`src/rtl/mmio_dbg_master_if.sv`:
```
// Byte-stream and MMIO bus bundle for the debug master.
// master: the debug block; slave: host link, arbiter and bus side.
interface mmio_dbg_master_if;
  logic [7:0]  rx_data;
  logic        rx_valid;
  logic [7:0]  tx_data;
  logic        tx_valid;
  logic        tx_ready;
  logic        bus_req;
  logic        bus_gnt;
  logic [15:0] addr_out;
  logic [7:0]  data_out;
  logic [7:0]  data_in;
  logic        ram_wr;
  logic        ram_oe;
  logic        rx_drop;

  modport master (
    input  rx_data, rx_valid, tx_ready,
    input  bus_gnt, data_in,
    output tx_data, tx_valid, bus_req,
    output addr_out, data_out,
    output ram_wr, ram_oe, rx_drop
  );

  modport slave (
    output rx_data, rx_valid, tx_ready,
    output bus_gnt, data_in,
    input  tx_data, tx_valid, bus_req,
    input  addr_out, data_out,
    input  ram_wr, ram_oe, rx_drop
  );
endinterface

```
`src/rtl/mmio_dbg_master.sv`:
```
// Serial-framed debug master for the MMIO bus (W/R/D frames).
// Ports: clk_in, reset_in (async high), bus (stream + MMIO master).
module mmio_dbg_master #(
  parameter int unsigned TIMEOUT_CYCLES = 1000000,
  parameter int unsigned READ_LAT       = 1
) (
  input  logic              clk_in,
  input  logic              reset_in,
  mmio_dbg_master_if.master bus
);
  localparam int TW = $clog2(TIMEOUT_CYCLES + 1);
  localparam int LW = $clog2(READ_LAT + 1);

  localparam logic [7:0] CMD_W = 8'h57;
  localparam logic [7:0] CMD_R = 8'h52;
  localparam logic [7:0] CMD_D = 8'h44;
  localparam logic [7:0] ACK   = 8'h06;
  localparam logic [7:0] NAK   = 8'h15;

  typedef enum logic [2:0] {
    IDLE, ADDR_HI, ADDR_LO, ARG,
    REQ, ACCESS, CAPTURE, SEND
  } state_t;

  state_t      state, state_d;
  logic        op_wr, op_burst;
  logic [15:0] addr;
  logic [7:0]  wdata, reply;
  logic [8:0]  cnt;
  logic [TW-1:0] to_cnt;
  logic [LW-1:0] lat;

  logic tmo, lat_done, bad_cmd, on_bus, more;

  assign tmo      = to_cnt == TW'(TIMEOUT_CYCLES - 1);
  assign lat_done = lat == LW'(READ_LAT - 1);
  assign bad_cmd  = !(bus.rx_data == CMD_W ||
                      bus.rx_data == CMD_R ||
                      bus.rx_data == CMD_D);
  assign on_bus   = state == ACCESS || state == CAPTURE;
  assign more     = cnt > 9'd1;

  always_ff @(posedge clk_in or posedge reset_in) begin
    if (reset_in) state <= IDLE;
    else          state <= state_d;
  end

  always_comb begin
    state_d = state;
    unique case (state)
      IDLE:
        if (bus.rx_valid)
          state_d = bad_cmd ? SEND : ADDR_HI;
      ADDR_HI:
        if (bus.rx_valid) state_d = ADDR_LO;
        else if (tmo)     state_d = IDLE;
      ADDR_LO:
        if (bus.rx_valid)
          state_d = (op_wr || op_burst) ? ARG : REQ;
        else if (tmo) state_d = IDLE;
      ARG:
        if (bus.rx_valid) state_d = REQ;
        else if (tmo)     state_d = IDLE;
      REQ:
        if (bus.bus_gnt) state_d = ACCESS;
      ACCESS:
        state_d = op_wr ? SEND : CAPTURE;
      CAPTURE:
        if (lat_done) state_d = SEND;
      SEND:
        if (bus.tx_ready)
          state_d = more ? REQ : IDLE;
      default: state_d = IDLE;
    endcase
  end

  // Bus outputs are zero outside the access window so the
  // CPU can OR its own bus drive onto the same wires.
  assign bus.addr_out = on_bus ? addr : 16'h0000;
  assign bus.data_out = (state == ACCESS && op_wr) ? wdata : 8'h00;
  assign bus.ram_wr   = state == ACCESS && op_wr;
  assign bus.ram_oe   = on_bus && !op_wr;
  assign bus.bus_req  = state == REQ || on_bus;
  assign bus.tx_valid = state == SEND;
  assign bus.tx_data  = (state == SEND) ? reply : 8'h00;
  assign bus.rx_drop  = bus.rx_valid &&
                        (state == REQ || on_bus || state == SEND);

  always_ff @(posedge clk_in or posedge reset_in) begin
    if (reset_in) begin
      op_wr    <= 1'b0;
      op_burst <= 1'b0;
      addr     <= '0;
      wdata    <= '0;
      reply    <= '0;
      cnt      <= '0;
      to_cnt   <= '0;
      lat      <= '0;
    end else begin
      unique case (state)
        IDLE:
          if (bus.rx_valid) begin
            op_wr    <= bus.rx_data == CMD_W;
            op_burst <= bus.rx_data == CMD_D;
            // cnt=0 makes a NAK reply end the frame
            cnt      <= bad_cmd ? 9'd0 : 9'd1;
            reply    <= NAK;
            wdata    <= '0;
            to_cnt   <= '0;
          end
        ADDR_HI, ADDR_LO, ARG: begin
          if (bus.rx_valid) begin
            to_cnt <= '0;
            if (state == ADDR_HI) addr[15:8] <= bus.rx_data;
            if (state == ADDR_LO) addr[7:0]  <= bus.rx_data;
            if (state == ARG) begin
              if (op_burst)
                cnt <= (bus.rx_data == 8'h00) ? 9'd256
                                              : {1'b0, bus.rx_data};
              else
                wdata <= bus.rx_data;
            end
          end else begin
            to_cnt <= to_cnt + 1'b1;
          end
        end
        ACCESS: begin
          lat <= '0;
          if (op_wr) reply <= ACK;
        end
        CAPTURE: begin
          lat <= lat + 1'b1;
          if (lat_done) reply <= bus.data_in;
        end
        SEND:
          if (bus.tx_ready && more) begin
            cnt  <= cnt - 1'b1;
            addr <= addr + 1'b1;
          end
        default: ;
      endcase
    end
  end
endmodule

```
`src/flat_wrapper.sv`:
```
// flat-port wrapper written by rule: the top's interface ports become plain ports
module mmio_dbg_master_flat 
#(
  parameter int unsigned TIMEOUT_CYCLES = 1000000,
  parameter int unsigned READ_LAT       = 1
)
  (clk_in, reset_in, bus_rx_data, bus_rx_valid, bus_tx_ready, bus_bus_gnt, bus_data_in, bus_tx_data, bus_tx_valid, bus_bus_req, bus_addr_out, bus_data_out, bus_ram_wr, bus_ram_oe, bus_rx_drop);
  mmio_dbg_master_if bus_i ();
  input  logic clk_in;
  input  logic reset_in;
  input wire logic [$bits(bus_i.rx_data)-1:0] bus_rx_data;
  input wire logic [$bits(bus_i.rx_valid)-1:0] bus_rx_valid;
  input wire logic [$bits(bus_i.tx_ready)-1:0] bus_tx_ready;
  input wire logic [$bits(bus_i.bus_gnt)-1:0] bus_bus_gnt;
  input wire logic [$bits(bus_i.data_in)-1:0] bus_data_in;
  output wire logic [$bits(bus_i.tx_data)-1:0] bus_tx_data;
  output wire logic [$bits(bus_i.tx_valid)-1:0] bus_tx_valid;
  output wire logic [$bits(bus_i.bus_req)-1:0] bus_bus_req;
  output wire logic [$bits(bus_i.addr_out)-1:0] bus_addr_out;
  output wire logic [$bits(bus_i.data_out)-1:0] bus_data_out;
  output wire logic [$bits(bus_i.ram_wr)-1:0] bus_ram_wr;
  output wire logic [$bits(bus_i.ram_oe)-1:0] bus_ram_oe;
  output wire logic [$bits(bus_i.rx_drop)-1:0] bus_rx_drop;
  assign bus_i.rx_data = bus_rx_data;
  assign bus_i.rx_valid = bus_rx_valid;
  assign bus_i.tx_ready = bus_tx_ready;
  assign bus_i.bus_gnt = bus_bus_gnt;
  assign bus_i.data_in = bus_data_in;
  assign bus_tx_data = bus_i.tx_data;
  assign bus_tx_valid = bus_i.tx_valid;
  assign bus_bus_req = bus_i.bus_req;
  assign bus_addr_out = bus_i.addr_out;
  assign bus_data_out = bus_i.data_out;
  assign bus_ram_wr = bus_i.ram_wr;
  assign bus_ram_oe = bus_i.ram_oe;
  assign bus_rx_drop = bus_i.rx_drop;
  mmio_dbg_master #(.TIMEOUT_CYCLES(TIMEOUT_CYCLES), .READ_LAT(READ_LAT)) u_core (.clk_in(clk_in), .reset_in(reset_in), .bus(bus_i));
endmodule
```
`config.mk`:
```
export PLATFORM = sky130hd
export DESIGN_NAME = mmio_dbg_master_flat
export DESIGN_NICKNAME = d
export VERILOG_FILES = /design/src/rtl/mmio_dbg_master_if.sv /design/src/rtl/mmio_dbg_master.sv /design/src/flat_wrapper.sv
export SDC_FILE = /design/constraint.sdc
export NUM_CORES = 1
export LEC_CHECK = 0
export BUFFER_PORTS_ARGS = -buffer_cell sky130_fd_sc_hd__clkbuf_2
export CORE_ASPECT_RATIO = 0.75
export CORE_UTILIZATION = 40
export DETAILED_ROUTE_END_ITERATION = 10
export HOLD_SLACK_MARGIN = 0.1
export PLACE_DENSITY = 0.57
export SYNTH_ARGS = -nofsm -noshare
export SYNTH_HDL_FRONTEND = slang
export SYNTH_SLANG_ARGS = --single-unit
export TNS_END_PERCENT = 5
```
`constraint.sdc`:
```
create_clock -name clk_in -period 5 [get_ports clk_in]
set_input_delay 0.5 -clock clk_in [delete_from_list [all_inputs] [get_ports clk_in]]
set_output_delay 0.5 -clock clk_in [all_outputs]
set_load 0.05 [all_outputs]
```
==> results_dict.tcl, run 1 <==
set metrics [dict create \
    status "finished, final reports clean" \
    grt_usage 0.213 \
    maxCapViolations 0 \
    ant_nets 0 \
    post-cts-setup-buffers 0 \
    ys_seq_area_frac 0.396 \
    p_leak_nw 2.13 \
    worstPathMaxFanout 22 \
    fp.dieH_um 91.1 \
    synthTopCellsByArea "dfrtp_1 (40%), o21ai_0 (6.9%), nand2_1 (4.9%)" \
    crit_slowest_cell "xor2_1" \
    seq_area_um2 1680 \
    stdcell_count 683 \
    synthesis.nets 526 \
    end_kind "output pin" \
    slew_violations 0 \
    antenna_found_initial 0 \
    timing.fmax_mhz 319 \
    cpPeakStageDelay_ns 0.86 \
    fp.dieW_um 121 \
    slew_headroom 0.322 \
    via_count 3854 \
    syn_inst 501 \
    synth_flop_cell "dfrtp_1" \
    fin_tns_setup_ns 0 \
    grt_pass1_vias 3654 \
    hold_violations 0 \
    drc_errors 0 \
    syn2layout_area_growth_pct 14.5 \
    cts_max_path_buffers 2 \
    rsz0062_at_grt "false" \
    cts_max_level 3 \
    setup_violations 0 \
    ys_types 63 \
    cts_resized 0 \
    post-synth-top-area-cell "dfrtp_1" \
    startpoint_type "flip-flop" \
    fin_nets 568 \
    yosysWarnings 0 \
    period_minus_slack_ns 3.14 \
    async_flop_share 1.00 \
    port_buffers 57 \
    wl_per_cell_um 15.9 \
    crit_buf_inv 1 \
    grt-ovfl-total 0 \
    num_antenna_cells 0 \
    viasPerCell 5.64 \
    initial_core_util 0.412 \
    drive_gt1_frac 0.179 \
    worstSetupPathType "flip-flop to output pin" \
    boundaryPins 58 \
    grt_pass1_wl_mm 18.5 \
    crit_family "XOR/XNOR gates" \
    crit_arrival_ns 2.64 \
    core_area_um2 10300 \
    drt_wl_total_mm 10.9 \
    clock_tree.root_cell "clkbuf_16" \
    timing.final.crit_share 0.627 \
    synth_edf_count 0 \
    path_depth 4 \
    drt_iter0_markers 194 \
    worst_pin_slew_ns 1.01 \
    gp_congestion 0.833 \
    cts.sinks 67 \
    path_clk_slew_ns 0.05 \
    multi_input_area_um2 2320 \
    worstPathRequired_ns 4.50 \
    rows 32 \
    irDropWorstVdd_v 0.000498 \
    holdWs_ns 0.177 \
    synth_top_cell_area_share 0.396 \
    ys_seq_elements 67 \
    insertion_delay_ns 0.33 \
    cts_tree "done" \
    hpwl_mm 7.56 \
    min_path_type "input port to async pin" \
    dpl.cell_count 668 \
    cts_made_buffers 9 \
    postCtsHoldBufs 0 \
    synth_most_common_cell "dfrtp_1" \
    path_cells "xor2_1 > nand2_1 > nor2_1 > clkbuf_2" \
    p_per_area_nw_per_um2 656 \
    grt_max_degree 46 \
    die_area_um2 11000 \
    syn_avg_cell_area_um2 8.45 \
    fillers 1014 \
    netlist_area_um2 4240 \
    firstDrtPassIters 4 \
    r2r_cells 3 \
    skew_ns 0.00586 \
    synth.cells.most_frequent "dfrtp_1 (67), o21ai_0 (58), nand2_1 (55), nor2_1 (50), a21oi_1 (35)" \
]
## kinds of logic after synthesis
kind of cell    after synthesis  synth area share
compound gates              158             0.239
xor+xnor                      4           0.00827
fa+ha+maj                     4            0.0118
mux                           2           0.00502
simple gates                222             0.284
buf+inv                      44            0.0558
flops                        67             0.396
## flip-flops by register name, indices dropped and copies added (netlist names)
register	flops
u_core.wdata	8
u_core.addr	16
u_core.state	3
u_core.op_burst	1
u_core.reply	8
u_core.to_cnt	20
u_core.cnt	9
u_core.lat	1
u_core.op_wr	1
## per-stage QoR
step,util,area (µm²),total power (W),setup slack (ns)
finish,0.471,4850,0.00318,1.86
global route,0.471,4850,0.00340,1.63
CTS,0.471,4850,0.00320,1.87
detailed placement,0.441,4540,0.00252,2.24
global placement,0.441,4540,0.00249,2.37
floorplan,-,4240,0.00223,2.75
## worst register-to-register path, stage by stage (launching register included)
cell and delay, ns:
dfrtp_1 0.82, xor2_1 0.86, nand2_1 0.20, mux2_2 0.31
## report_power, final
part	leakage (nW)	switching, W	total [W]	internal, W
Clock	0.155	0.000225	0.000663	0.000438
Combinational	1.11	0.00113	0.00161	0.000488
Sequential	0.866	0.000198	0.000904	0.000706
## metal layers
layer	GRT usage	wire [µm]
met5	0	0
met4	0.0720	119
met3	0.0477	626
met2	0.310	4640
met1	0.309	5500
## path summary, 6_finish.rpt
path	endpoint	from	slack (ns)
max in group asynchronous	u_core.addr[12]	reset_in	3.83
setup reg to reg	u_core.lat	u_core.state[0]	2.70
setup / recovery	bus_addr_out[5]	u_core.state[0]	1.86
hold reg to reg	u_core.wdata[4]	u_core.wdata[4]	0.47
min in group clk_in	u_core.reply[7]	bus_data_in[7]	0.39
hold / removal	u_core.cnt[0]	reset_in	0.18
## cells in the final DEF, fill, tap and decap left out, types with 4 or more instances in the layout
| master | instances |
|---|---|
| or2_2 | 4 |
| a31oi_1 | 7 |
| clkbuf_16 | 9 |
| xor2_1 | 4 |
| nor2_1 | 50 |
| nor3_1 | 8 |
| inv_1 | 13 |
| o22ai_1 | 6 |
| o31ai_1 | 6 |
| and2_1 | 19 |
| buf_4 | 4 |
| nor4b_1 | 4 |
| o22a_1 | 14 |
| o21ai_0 | 58 |
| and3_1 | 24 |
| nand4_1 | 9 |
| nand3_1 | 22 |
| dfrtp_1 | 67 |
| a21oi_1 | 35 |
| ha_1 | 4 |
| clkbuf_2 | 57 |
| clkbuf_8 | 4 |
| nand2_1 | 55 |
| a41oi_1 | 4 |
## layout make-up
class	instances	area share
sequential	67	0.346
clock buffer	14	0.0586
clock inverter	1	0.00619
timing repair buffer	61	0.0650
tap	136	0.0351
inverter	14	0.0108
multi-input combinational	390	0.479
(Power assumes the default switching activity.)
==> run 2, diff against run 1 <==
- clock period: 5 -> 3.2 ns (I/O delays scaled with it)
==> results_dict.tcl, run 2 (same netlist as run 1, synthesis figures left out) <==
set metrics [dict create \
    fp.dieH_um 91.1 \
    rsz0062_at_grt "false" \
    timing.fmax_mhz 379 \
    fillers 1000 \
    ant_nets 0 \
    antenna_found_initial 0 \
    insertion_delay_ns 0.33 \
    final_area_um2 4920 \
    grt_usage 0.209 \
    reg_top3 "u_core.to_cnt: 20 flops, u_core.addr: 16 flops, u_core.cnt: 9 flops" \
    slew_headroom 0.462 \
    p_per_area_nw_per_um2 1030 \
    cpPeakStageDelay_ns 0.85 \
    period_minus_slack_ns 2.64 \
    startpoint_type "flip-flop" \
    multi_input_area_um2 2320 \
    syn2layout_area_growth_pct 16.2 \
    crit_arrival_ns 2.32 \
    p_sw_frac 0.481 \
    cts_made_buffers 9 \
    drt_wl_total_mm 10.8 \
    path_cells "nand3_1 > inv_1 > buf_4 > buf_12" \
    worstSetupPathType "flip-flop to output pin" \
    grt-ovfl-total 0 \
    worstReg2RegStart "u_core.state[0]" \
    drc_errors 0 \
    worst_pin_slew_ns 0.805 \
    crit_slowest_cell "dfrtp_1" \
    irDropWorstVdd_v 0.000803 \
    wl_per_cell_um 15.7 \
    worstPathRequired_ns 2.88 \
    largest-register "u_core.to_cnt" \
    mostFrequentLayoutCells "dfrtp_1 (67), o21ai_0 (58), nand2_1 (55), clkbuf_2 (55), nor2_1 (50)" \
    via_count 3870 \
    startpoint "u_core.state[0]" \
    rows 32 \
    use_met3 0.0484 \
    cts.sinks 67 \
    setup_violations 0 \
    status "finished, final reports clean" \
    fin_tns_setup_ns 0 \
    top_usage_layer "met1" \
    gp_congestion 0.858 \
    crit_buf_inv 3 \
    p_leak_nw 2.16 \
    cts_resized 0 \
    p_sw_w 0.00244 \
    slew_violations 0 \
    post-cts-setup-buffers 0 \
    grt_max_degree 36 \
    postPlaceCellArea_um2 4590 \
    use_met1 0.318 \
    crit_family "buffers and inverters" \
    fin_nets 570 \
    path_clk_slew_ns 0.05 \
    initial_core_util 0.412 \
    skew_ns 0.00545 \
    layout_commonest_cell "dfrtp_1" \
    hold_violations 0 \
    firstDrtPassIters 5 \
    power_frac_seq 0.281 \
    cts_max_path_buffers 2 \
    internal_power_w 0.00263 \
    worstPathMaxFanout 28 \
    end_kind "output pin" \
    viasPerCell 5.64 \
    comb_power_share 0.505 \
    clock_power_share 0.213 \
    timing.final.crit_share 0.824 \
    drt_iter0_markers 271 \
    grt_pass1_vias 3589 \
    core_area_um2 10300 \
    die_area_um2 11000 \
    cts_max_level 3 \
    num_antenna_cells 0 \
    drive_gt1_frac 0.185 \
    port_buffers 57 \
    grt_util_met2 0.293 \
    maxCapViolations 0 \
    hpwl_mm 7.62 \
    clock_tree.root_cell "clkbuf_16" \
    postCtsHoldBufs 0 \
    min_path_type "input port to async pin" \
    seq_area_um2 1680 \
    fp.dieW_um 121 \
    boundaryPins 58 \
    grt_pass1_wl_mm 18.1 \
    largest_reg_flops 20 \
    fin_util 0.478 \
    cts_tree "done" \
]
run 2: cell types whose count changed in the layout (fill, tap and decap cells not counted), sizes merged:
| cell | before | now |
|---|---|---|
| buf | 4 | 8 |
| bufinv | 1 | 2 |
| clkinv | 0 | 3 |
| clkbuf | 71 | 66 |
run 2: layout make-up:
class	instances	share of cell area
Multi-Input combinational cell	390	0.472
Sequential cell	67	0.341
Timing Repair Buffer	63	0.0757
Clock buffer	11	0.0513
Tap cell	136	0.0346
Clock inverter	5	0.0153
Inverter	14	0.0107
run 2: worst reg2reg max path: stages (launching register included):
cell     delay, ns
dfrtp_1       0.85
nand3_1       0.19
inv_1         0.37
buf_4         0.39
nand2_1       0.11
o22a_1        0.16
o22a_1        0.19
run 2: metal layers:
metal | wire length (µm) | part of all wire
met5 | 0 | 0
met4 | 91 | 0.0084
met3 | 668 | 0.062
met2 | 4490 | 0.42
met1 | 5530 | 0.51
run 2: final timing paths:
check,to,slack (ns),depth (start not counted)
worst max-delay path,bus_tx_valid,0.56,4
worst min-delay path,u_core.wdata[0],0.13,2
worst max register to register,u_core.addr[15],0.84,6
worst min register to register,u_core.wdata[6],0.47,2
max in group asynchronous,u_core.reply[5],2.42,3
min in group clk_in,u_core.reply[7],0.21,3
run 2: metrics by stage:
| stage | hold slack (ns) | power [W] | setup slack (ns) | cells |
|---|---|---|---|---|
| after floorplan | 0.416 | 0.00348 | 1.13 | 501 |
| after global placement | 0.451 | 0.00396 | 0.963 | 670 |
| after detailed placement | 0.461 | 0.00399 | 0.869 | 670 |
| after CTS | 0.152 | 0.00509 | 0.573 | 686 |
| after global routing | 0.199 | 0.00540 | 0.404 | 686 |
| final | 0.134 | 0.00506 | 0.565 | 686 |
run 2: power by group through the flow:
stage	logic (W)	registers [W]	clock network [W]
after floorplan	0.00220	0.00128	0
after global placement	0.00253	0.00142	0
after detailed placement	0.00256	0.00143	0
after CTS	0.00257	0.00142	0.00111
after global routing	0.00278	0.00148	0.00114
final	0.00256	0.00143	0.00108
==> run 3, diff against run 2 <==
- ABC_AREA: unset -> 1
- PLACE_DENSITY: 0.57 -> 0.59
- clock period: 3.2 -> 2.19 ns (I/O delays scaled with it)
==> results_dict.tcl, run 3 <==
set metrics [dict create \
    grt_usage 0.234 \
    holdWs_ns 0.127 \
    viasPerCell 5.14 \
    synth_most_common_cell "nand2_1" \
    synth_flop_cell "dfrtp_1" \
    largest-register "u_core.to_cnt" \
    synthesis.nets 720 \
    cts_max_path_buffers 2 \
    insertion_delay_ns 0.34 \
    antenna_found_initial 0 \
    syn_avg_cell_area_um2 6.62 \
    syn_inst 695 \
    ys_seq_area_frac 0.365 \
    crit_buf_inv 2 \
    seq_area_um2 1680 \
    core_area_um2 11100 \
    drt_wl_total_mm 12.9 \
    crit_arrival_ns 1.88 \
    skew_ns 0.00898 \
    startpoint_type "flip-flop" \
    cts_tree "done" \
    netlist_area_um2 4600 \
    slew_headroom 0.570 \
    worst_pin_slew_ns 0.644 \
    cts_made_buffers 9 \
    fin_tns_setup_ns 0 \
    worstPathRequired_ns 1.97 \
    worstReg2RegStart "u_core.addr[1]" \
    num_antenna_cells 0 \
    maxCapViolations 0 \
    crit_family "simple AND/OR/NAND/NOR gates" \
    grt-ovfl-total 0 \
    path_clk_slew_ns 0.05 \
    post-cts-setup-buffers 0 \
    yosysWarnings 0 \
    syn2layout_area_growth_pct 16.0 \
    path_cells "inv_6 > nand4_1 > nor2_1 > clkbuf_2" \
    startpoint "u_core.state[1]" \
    grt_max_degree 29 \
    synth_top_cell_area_share 0.365 \
    boundaryPins 58 \
    grt_pass1_vias 4298 \
    period_minus_slack_ns 2.10 \
    via_count 4637 \
    worstSetupPathType "flip-flop to output pin" \
    synth_edf_count 0 \
    synthTopCellsByArea "dfrtp_1 (36%), nand2_1 (19%), nor2_1 (7.8%)" \
    min_path_type "input port to flip-flop" \
    reg_top3 "u_core.to_cnt: 20 flops, u_core.addr: 16 flops, u_core.cnt: 9 flops" \
    holdCritStartpoint "bus_data_in[3]" \
    setup_violations 0 \
    hpwl_mm 9.64 \
    rows 33 \
    p_leak_nw 2.74 \
    fillers 1153 \
    firstDrtPassIters 5 \
    timing.final.crit_share 0.960 \
    status "finished, final reports clean" \
    synth.cells.most_frequent "nand2_1 (238), nor2_1 (96), inv_1 (85), dfrtp_1 (67), nand3_1 (39)" \
    slew_violations 0 \
    drive_gt1_frac 0.156 \
    crit_slowest_cell "dfrtp_1" \
    cts.sinks 67 \
    p_per_area_nw_per_um2 1400 \
    post-synth-top-area-cell "dfrtp_1" \
    gp_congestion 0.894 \
    worstPathMaxFanout 9 \
    fp.dieH_um 94.9 \
    grt_pass1_wl_mm 21.8 \
    cts_max_level 3 \
    async_flop_share 1.00 \
    fp.dieW_um 126 \
    hold_violations 0 \
    timing.fmax_mhz 475 \
    end_kind "output pin" \
    initial_core_util 0.416 \
    largest_reg_flops 20 \
    multi_input_area_um2 2450 \
    fin_nets 782 \
    cpPeakStageDelay_ns 0.54 \
    wl_per_cell_um 14.3 \
    port_buffers 57 \
    ys_types 41 \
    die_area_um2 11900 \
    irDropWorstVdd_v 0.000624 \
    clock_tree.root_cell "clkbuf_16" \
    ys_seq_elements 67 \
    rsz0062_at_grt "true" \
    drt_iter0_markers 347 \
    layout_commonest_cell "nand2_1" \
    ant_nets 0 \
    drc_errors 0 \
    mostFrequentLayoutCells "nand2_1 (238), nor2_1 (96), inv_1 (84)" \
]
==> run 3: changes by cell type after synthesis, moves of 7 or more <==
cell	previous run	this run
inv_1	14	85
nor2_1	50	96
and3_1	24	0
nand2_1	55	238
and2_1	19	0
o21ai_1	3	12
nand4_1	9	16
nand3_1	22	39
o21ai_0	58	31
o22a_1	14	0
a21oi_1	35	20
==> run 3: cell families (layout without fill, tap and decap cells) <==
logic type | count (synthesis) | after routing | synth area share
fa+ha+maj | 4 | 4 | 0.0109
compound gates | 80 | 80 | 0.0969
flops | 67 | 67 | 0.365
xor+xnor | 9 | 9 | 0.0171
buf+inv | 110 | 177 | 0.104
simple gates | 425 | 425 | 0.406
==> run 3: timing repair <==
| action | CTS | global route |
|---|---|---|
| gates resized for setup | 2 | 7 |
| endpoints found under the hold margin | 23 | 0 |
| pin swaps | 0 | 1 |
| setup endpoints to repair | 1 | 25 |
| hold buffers | 1 | 0 |
==> run 3: worst paths after layout <==
kind | to | slack (ns) | cells after the start
worst max register to register | u_core.addr[14] | 0.34 | 10
max in group asynchronous | u_core.state[2] | 1.13 | 4
worst min register to register | u_core.cnt[1] | 0.48 | 2
worst min-delay path | u_core.reply[3] | 0.13 | 3
min in group asynchronous | u_core.addr[7] | 0.51 | 3
worst max-delay path | bus_data_out[4] | 0.09 | 4
==> run 3: layout make-up <==
class,count,area share
Multi-Input combinational cell,518,0.459
Sequential cell,67,0.315
Timing Repair Buffer,67,0.0732
Inverter,94,0.0690
Clock buffer,14,0.0495
Tap cell,140,0.0328
Clock inverter,2,0.00188
==> run 3: metrics by stage <==
stage / setup WS (ns) / total power (W) / instance area [µm²] / instances / utilization
6_report: 0.0867 / 0.00744 / 5330 / 902 / 0.482
5_1_grt: -0.0282 / 0.00805 / 5330 / 902 / 0.482
3_5_place_dp: 0.315 / 0.00602 / 5040 / 885 / 0.455
4_1_cts: 0.0104 / 0.00744 / 5330 / 902 / 0.481
3_3_place_gp: 0.367 / 0.00596 / 5040 / 885 / 0.455
2_1_floorplan: 0.183 / 0.00517 / 4600 / 695 / -
==> run 3: worst register-to-register path, cell delays in order (launching register included) <==
cell,delay (ns)
dfrtp_1,0.43
ha_1,0.31
nand3_1,0.23
nor3_2,0.30
nand3_1,0.12
nand2_1,0.08
nand2_1,0.05
nand2_1,0.05
nand2_1,0.06
nand2_1,0.07
nand2_1,0.05
==> run 3: metal layers <==
layer / part of all wire / vias up / wire length (µm) / GRT usage
li1: - / 2312 / - / -
met1: 0.53 / 2161 / 6820 / 0.346
met2: 0.40 / 153 / 5130 / 0.341
met3: 0.063 / 11 / 808 / 0.0572
met4: 0.0088 / 0 / 113 / 0.0552
met5: 0 / - / 0 / 0
==> run 3: power by group <==
group          switching (W)  total, W  internal [W]
clock network       0.000548   0.00137      0.000826
registers           0.000431   0.00209       0.00166
logic                0.00290   0.00398       0.00108
